--- src/rtl/rs75_serial_encoder.sv ---
// Streaming systematic RS(7,5) encoder over GF(8) (x^3+x+1): 5 message symbols in, 7-symbol codeword out.
// Optional macro RS_ENC_ERR_INJECT_EN adds err_inject/err_pattern to corrupt symbols as they are loaded.
module rs75_serial_encoder #(
    parameter int unsigned SYMBOL_WIDTH = 3
) (
    input  logic                    clk,
    input  logic                    rst,
    input  logic                    msg_valid,
    output logic                    msg_ready,
    input  logic [SYMBOL_WIDTH-1:0] msg_sym,
`ifdef RS_ENC_ERR_INJECT_EN
    input  logic                    err_inject,
    input  logic [SYMBOL_WIDTH-1:0] err_pattern,
`endif
    output logic                    cw_valid,
    input  logic                    cw_ready,
    output logic [SYMBOL_WIDTH-1:0] cw_sym,
    output logic                    cw_last,
    output logic                    busy
);

    localparam int unsigned K     = 5;
    localparam int unsigned CNT_W = $clog2(K);
    localparam logic [SYMBOL_WIDTH-1:0] G1 = 3'b110;
    localparam logic [SYMBOL_WIDTH-1:0] G0 = 3'b011;

    typedef enum logic [1:0] {
        ST_MSG  = 2'd0,
        ST_PAR1 = 2'd1,
        ST_PAR0 = 2'd2
    } state_e;

    state_e                  state_q, state_d;
    logic [CNT_W-1:0]        sym_cnt_q, sym_cnt_d;
    logic [SYMBOL_WIDTH-1:0] r1_q, r1_d, r0_q, r0_d;
    logic [SYMBOL_WIDTH-1:0] cw_sym_q, cw_sym_d;
    logic                    cw_valid_q, cw_valid_d;
    logic                    cw_last_q, cw_last_d;
    logic                    busy_q, busy_d;

    logic                    out_free;
    logic                    load;
    logic [SYMBOL_WIDTH-1:0] load_sym;
    logic [SYMBOL_WIDTH-1:0] fb;
    logic [SYMBOL_WIDTH-1:0] inj_pat;

    // GF(8) multiply: carry-less product reduced by x^4 = x^2+x and x^3 = x+1
    function automatic logic [SYMBOL_WIDTH-1:0] gmul(input logic [SYMBOL_WIDTH-1:0] a,
                                                     input logic [SYMBOL_WIDTH-1:0] b);
        logic [4:0] p;
        p = 5'b0;
        for (int i = 0; i < 3; i++) begin
            if (b[i]) p = p ^ (5'(a) << i);
        end
        if (p[4]) p = p ^ 5'b10110;
        if (p[3]) p = p ^ 5'b01011;
        return p[2:0];
    endfunction

`ifdef RS_ENC_ERR_INJECT_EN
    assign inj_pat = err_inject ? err_pattern : '0;
`else
    assign inj_pat = '0;
`endif

    always_comb begin
        state_d    = state_q;
        sym_cnt_d  = sym_cnt_q;
        r1_d       = r1_q;
        r0_d       = r0_q;
        cw_sym_d   = cw_sym_q;
        cw_valid_d = cw_valid_q;
        cw_last_d  = cw_last_q;
        busy_d     = busy_q;
        msg_ready  = 1'b0;
        load       = 1'b0;
        load_sym   = msg_sym;
        out_free   = !cw_valid_q || cw_ready;
        fb         = msg_sym ^ r1_q;

        if (cw_valid_q && cw_ready && cw_last_q) busy_d = 1'b0;

        case (state_q)
            ST_MSG: begin
                msg_ready = out_free;
                if (msg_valid && out_free) begin
                    // LFSR always advances on the clean message symbol
                    r1_d     = r0_q ^ gmul(fb, G1);
                    r0_d     = gmul(fb, G0);
                    load     = 1'b1;
                    load_sym = msg_sym;
                    busy_d   = 1'b1;
                    if (sym_cnt_q == CNT_W'(K - 1)) begin
                        sym_cnt_d = '0;
                        state_d   = ST_PAR1;
                    end else begin
                        sym_cnt_d = sym_cnt_q + CNT_W'(1);
                    end
                end
            end
            ST_PAR1: begin
                if (out_free) begin
                    load     = 1'b1;
                    load_sym = r1_q;
                    state_d  = ST_PAR0;
                end
            end
            ST_PAR0: begin
                if (out_free) begin
                    load     = 1'b1;
                    load_sym = r0_q;
                    r1_d     = '0;
                    r0_d     = '0;
                    state_d  = ST_MSG;
                end
            end
            default: state_d = ST_MSG;
        endcase

        // one-entry output register
        if (load) begin
            cw_valid_d = 1'b1;
            cw_sym_d   = load_sym ^ inj_pat;
            cw_last_d  = (state_q == ST_PAR0);
        end else if (out_free) begin
            cw_valid_d = 1'b0;
            cw_last_d  = 1'b0;
        end
    end

    always_ff @(posedge clk or posedge rst) begin
        if (rst) begin
            state_q    <= ST_MSG;
            sym_cnt_q  <= '0;
            r1_q       <= '0;
            r0_q       <= '0;
            cw_sym_q   <= '0;
            cw_valid_q <= 1'b0;
            cw_last_q  <= 1'b0;
            busy_q     <= 1'b0;
        end else begin
            state_q    <= state_d;
            sym_cnt_q  <= sym_cnt_d;
            r1_q       <= r1_d;
            r0_q       <= r0_d;
            cw_sym_q   <= cw_sym_d;
            cw_valid_q <= cw_valid_d;
            cw_last_q  <= cw_last_d;
            busy_q     <= busy_d;
        end
    end

    assign cw_sym   = cw_sym_q;
    assign cw_valid = cw_valid_q;
    assign cw_last  = cw_last_q;
    assign busy     = busy_q;

endmodule

--- config.mk ---
export PLATFORM = sky130hd
export DESIGN_NAME = rs75_serial_encoder
export DESIGN_NICKNAME = d
export VERILOG_FILES = /design/src/rtl/rs75_serial_encoder.sv
export SDC_FILE = /design/constraint.sdc
export NUM_CORES = 1
export LEC_CHECK = 0
export ABC_AREA = 1
export CORE_UTILIZATION = 54
export DETAILED_ROUTE_END_ITERATION = 10
export PLACE_DENSITY_LB_ADDON = 0.1
export REMOVE_ABC_BUFFERS = 1
export SETUP_SLACK_MARGIN = 0.15
export SLEW_MARGIN = 15
export SYNTH_ARGS = -nofsm -noshare
export SYNTH_HDL_FRONTEND = slang
export SYNTH_SLANG_ARGS = --single-unit
--- constraint.sdc ---
create_clock -name clk -period 2 [get_ports clk]
set_input_delay 0.2 -clock clk [delete_from_list [all_inputs] [get_ports clk]]
set_output_delay 0.2 -clock clk [all_outputs]
set_load 0.01 [all_outputs]
* After elaboration in Yosys (flattened, before gate mapping)
Cells that the tools add are included.
** Cells by class
- Mux-type cells :: 42
- Equal/unequal tests :: 7
- Bitwise logic cells :: 8
- $add $sub $neg :: 1
- Reduce and logical (&&, ||, !) cells :: 12
** Operators with widths (number)
- 2-to-1 mux 5 bit :: 8
- 2-to-1 mux 3 bit :: 10
- one-hot mux 3 bit (2 select lines) :: 3
- 2-to-1 mux 4 bit :: 4
- 2-to-1 mux 2 bit :: 6
- 2-to-1 mux 1 bit :: 9
- != test 2 bit, second input constant :: 4
- inverter 2 bit :: 4
- one-hot mux 2 bit (3 select lines) :: 1
- bitwise XOR 3 bit :: 2
- bitwise XOR 5 x 4 -> 5 bit :: 1
- bitwise XOR 5 bit :: 1
- AND reduction 4 bit :: 1
- nonzero test 2 bit :: 2
- adder 3 x 1 -> 3 bit, second input constant :: 1
- equality test 3 bit, second input constant :: 1
- logical AND 1 bit :: 3
- AND reduction 3 bit :: 1
- equality test 2 x 1 -> 1 bit, second input constant :: 1
- equality test 2 bit, second input constant :: 1
- logical NOT 2 bit :: 1
- one-hot mux 1 bit (2 select lines) :: 1
- AND reduction 2 bit :: 1
- OR reduction 2 bit :: 1
- 2 further kinds :: 2
** Storage, ports and cells
- Bits in registers :: 17
- Logic and storage cells :: 78
- Output and inout bits :: 7
- Input bits :: 7

* Logic depth before layout (Yosys ltp)
Gate-level depths: netlist of run 1.
- Depth in word-level cells :: 19
- Gate-level depth with buffers :: 9
- Depth with buffers taken out :: 9

* Worst setup path after synthesis of run 1
No wires, ideal clock.
- Path kind :: reg2reg
- Start :: register state_q[0]
- End :: register state_q[1]
- Data arrival time :: 1.274 ns
- Cell stages (with the launch flop) :: 8
- Period minus slack after synthesis :: 1.401 ns
- Path slack :: 0.599 ns
- Data required time :: 1.874 ns
- Setup time :: 0.126 ns
- Path buffers :: 0
- Cells stage by stage :: dfrtp_1 > inv_1 > ha_1 > inv_2 > a21oi_1 > or2_2 > nand2_1 > o21ai_0
** On the way
- Cells in the longest elaborated chain, start to end :: 3
- Elaborated cells between the ends (all ways) :: 9
- Those cells by class :: 6 x eq/ne; 1 x mux; 2 x reduce/logical
** Ends and longest elaborated chain
- start: declaration :: RTL line 33 : state_e state_q, state_d;
- start signal: assignment :: RTL line 142 : state_q <= state_d;
- equality test 2 x 1 -> 1 bit, or another cell as far along :: RTL line 83 : case (state_q)
- != test 2 bit (no source line)
- AND reduction 4 bit (no source line)
Several ways; a longest one is shown, not always the timed one.
A chain may end at the register's enable or synchronous reset.

* Worst setup path after layout of run 1
- Start :: register state_q[1]
- End :: output msg_ready
** On the way
- Cells in the longest elaborated chain, start to end :: 2
** Ends and longest elaborated chain
- logical NOT 2 bit :: RTL line 83
- 2-to-1 mux 1 bit :: RTL line 83
- end: declaration :: RTL line 9 : output logic msg_ready,
No other way between the ends.

==> results.json, run 1 <==
{
  "dp_cells": 181,
  "tritoncts": "done",
  "grt_max_degree": 18,
  "area_delta_synth_final_pct": 17.3,
  "synthSimpleGateAreaFrac_pct": 31.7,
  "cts_hold_buf": 0,
  "post_cts_buffers": 0,
  "h-tree-depth": 1,
  "drt_first_pass_iters": 4,
  "clk_pin_slew_worst_paths_ns": 0.10,
  "grt_pass1_vias": 964,
  "synth-seq-cells": 17,
  "rsz0062_at_grt": "no",
  "vias": 989,
  "skew_ns": 0.00355,
  "routed_wirelength_um": 2250,
  "nets": 174,
  "p_per_area_nw_per_um2": 1520,
  "crit_type": "flip-flop to output pin",
  "holdCritPathClass": "primary input to asynchronous set/reset pin",
  "initial_core_util_pct": 60.6,
  "dieHeight_um": 47.0,
  "power_mw": 1.95,
  "synth_top_family_by_area": "simple AND/OR/NAND/NOR gates",
  "drive_gt1_share_pct": 10.0,
  "grt_antenna_before_repair": 0,
  "gr-total-overflow": 0,
  "slew_viol_final": 0,
  "worst_setup_path_end_kind": "output pin",
  "setup_tns_ns": 0,
  "root_buffer": "clkbuf_4",
  "diodes": 0,
  "cts_buffers": 3,
  "start_kind": "flip-flop",
  "syn_area_per_cell_um2": 7.63,
  "synth_xor_xnor_area_share_pct": 1.61,
  "hpwl_um": 1780,
  "synthAdderAreaFrac_pct": 6.88,
  "die_area_um2": 2200,
  "synthCells": 143,
  "crit_required_ns": 1.80,
  "finalHoldViolCount": 0,
  "die_x_um": 47.0,
  "drtIter0Drc": 32,
  "coreArea_um2": 1800,
  "synth.distinct_cells": 22,
  "synthMuxAreaShare_pct": 0,
  "synth-compound-area-share_pct": 11.5,
  "setup_viol": 0,
  "io_buffers": 13,
  "num_rows": 15,
  "cts_sinks": 17,
  "p_leak_nw": 0.664,
  "synth_area_leaders": "dfrtp_1 (39%), nand2_1 (16%), nand3_1 (7.8%)",
  "worst_slew_pin_slew_ns": 0.674,
  "post_drt_via_cell_ratio": 5.35,
  "yosysWarnings": 0,
  "grt.total_usage_pct": 25.3,
  "min_period_over_period_pct": 86.1,
  "max_freq_ghz": 0.581,
  "grt_pass1_wl_um": 3910,
  "worst_ep_arrival_time_ns": 1.52,
  "synth_top_area_share_pct": 39.0,
  "slew_headroom_pct": 55.0,
  "netlist_area_um2": 1090,
  "io_pins": 14,
  "finalCriticalPeriod_ns": 1.72,
  "routedWlPerCell_um": 12.1,
  "synth_area_leader_cell": "dfrtp_1",
  "place.gp.congestion": 0.902,
  "fillCellCount": 154,
  "fin_util_pct": 71.0,
  "cts_resized": 2,
  "r2r_cells": 8,
  "fin_cells": 185,
  "maxCapViolCount": 0,
  "ys_seq_area_share_pct": 39.0,
  "cp_max_fo": 3,
  "postRouteAntennaNets": 0,
  "worstSkewPairLatency_ns": 0.29,
  "clock_path_buffers": 2,
  "drc_errors": 0,
  "status": "finished, final reports clean",
  "ir_worst_vdd_mv": 0.850
}
==> where the power goes <==
| part | switching (mW) | internal, mW | leakage [nW] |
|---|---|---|---|
| clock | 0.110 | 0.0776 | 0.0150 |
| combinational | 0.688 | 0.456 | 0.437 |
| sequential | 0.113 | 0.502 | 0.211 |
==> state kept, by name, summed over array words and instances (netlist names) <==
register / cells
cw_sym: 3
r0_q: 3
r1_q: 3
sym_cnt_q: 3
state_q: 2
busy: 1
cw_last: 1
cw_valid: 1
==> cells in the mapped netlist <==
library cell  number
o22ai_1            5
nand3_1           17
nand2_4            2
nor2_1             3
inv_1             22
or2_2              1
o21ai_2            1
o21ai_1            2
a22o_1             1
nor2_4             1
xor2_1             1
dfrtp_1           17
xnor2_1            1
nor3_4             1
inv_2              3
nand2_1           46
nor2_8             1
inv_6              1
ha_1               6
a21oi_1            1
a21oi_4            1
o21ai_0            9
==> final timing paths <==
kind	start	to	slack [ns]
min in group clk	cw_sym[1]$_DFFE_PP0P_	cw_sym[1]$_DFFE_PP0P_	0.49
max in group asynchronous	rst	sym_cnt_q[2]$_DFFE_PP0P_	1.28
worst min-delay path	rst	r1_q[1]$_DFFE_PP0P_	0.29
worst max register to register	state_q[0]$_DFFE_PP0P_	state_q[1]$_DFFE_PP0P_	0.40
worst min register to register	cw_sym[1]$_DFFE_PP0P_	cw_sym[1]$_DFFE_PP0P_	0.49
worst max-delay path	state_q[1]$_DFFE_PP0P_	msg_ready	0.28
==> cell families after synthesis <==
logic type / after synthesis
AO/OA/AOI/OAI: 20
XOR/XNOR: 2
AND/OR/NAND/NOR: 72
adder cells (fa/ha/maj): 6
flip-flops: 17
buffers and inverters: 26
==> through the flow <==
step                cell area (um^2)  worst slack [ns]  hold WS, ns
floorplan                       1090             0.599        0.126
global placement                1250             0.265        0.466
detailed placement              1250             0.243        0.465
CTS                             1280             0.282        0.319
global route                    1280             0.220        0.406
finish                          1280             0.279        0.292
==> layer usage <==
layer / part of all wire, % / track usage [%] / wire length (um)
met2: 49 / 45.0 / 1110
met4: 0.93 / 7.43 / 21
met1: 43 / 30.6 / 965
met5: 0 / 0 / 0
met3: 6.7 / 5.77 / 151
==> critical path: stages (launching register included) <==
cell and delay, ns:
dfrtp_1 0.42, inv_1 0.11, ha_2 0.22, inv_1 0.10, nor2_1 0.11, dlygate4sd2_1 0.27
==> layout by cell type (no fill, tap or decap) <==
master and instances:
dlygate4sd2_1 1, clkbuf_1 1, o22ai_1 5, a21oi_4 1
nor2_1 3, o21ai_2 1, dfrtp_1 17, xnor2_1 1
ha_2 1, o21ai_1 2, clkdlybuf4s50_1 12, xor2_1 1
nand2_4 2, nand3_1 17, nand2_1 46, inv_2 3
o21ai_0 9, nor2_8 1, ha_1 5, inv_1 22
nor3_4 1, or2_2 1, inv_6 1, a22o_1 1
clkbuf_4 3, nor2_4 1, a21oi_1 1
==> final cells by class <==
cell class / instances / area [um^2] / area share [%]
clock buffer: 4 / 26.3 / 2.05
inverter: 26 / 103 / 8.02
multi-input combinational: 100 / 566 / 44.2
sequential: 17 / 425 / 33.2
tap: 25 / 31.3 / 2.44
timing repair buffer: 13 / 129 / 10.1
No activity file was read; power rests on OpenSTA's default activity.
==> run 2, diff against run 1 <==
Settings changed: GPL_TIMING_DRIVEN set to 1.
==> results of run 2 <==
Same layout as run 1: the final DEF is identical, and so are final timing and power.
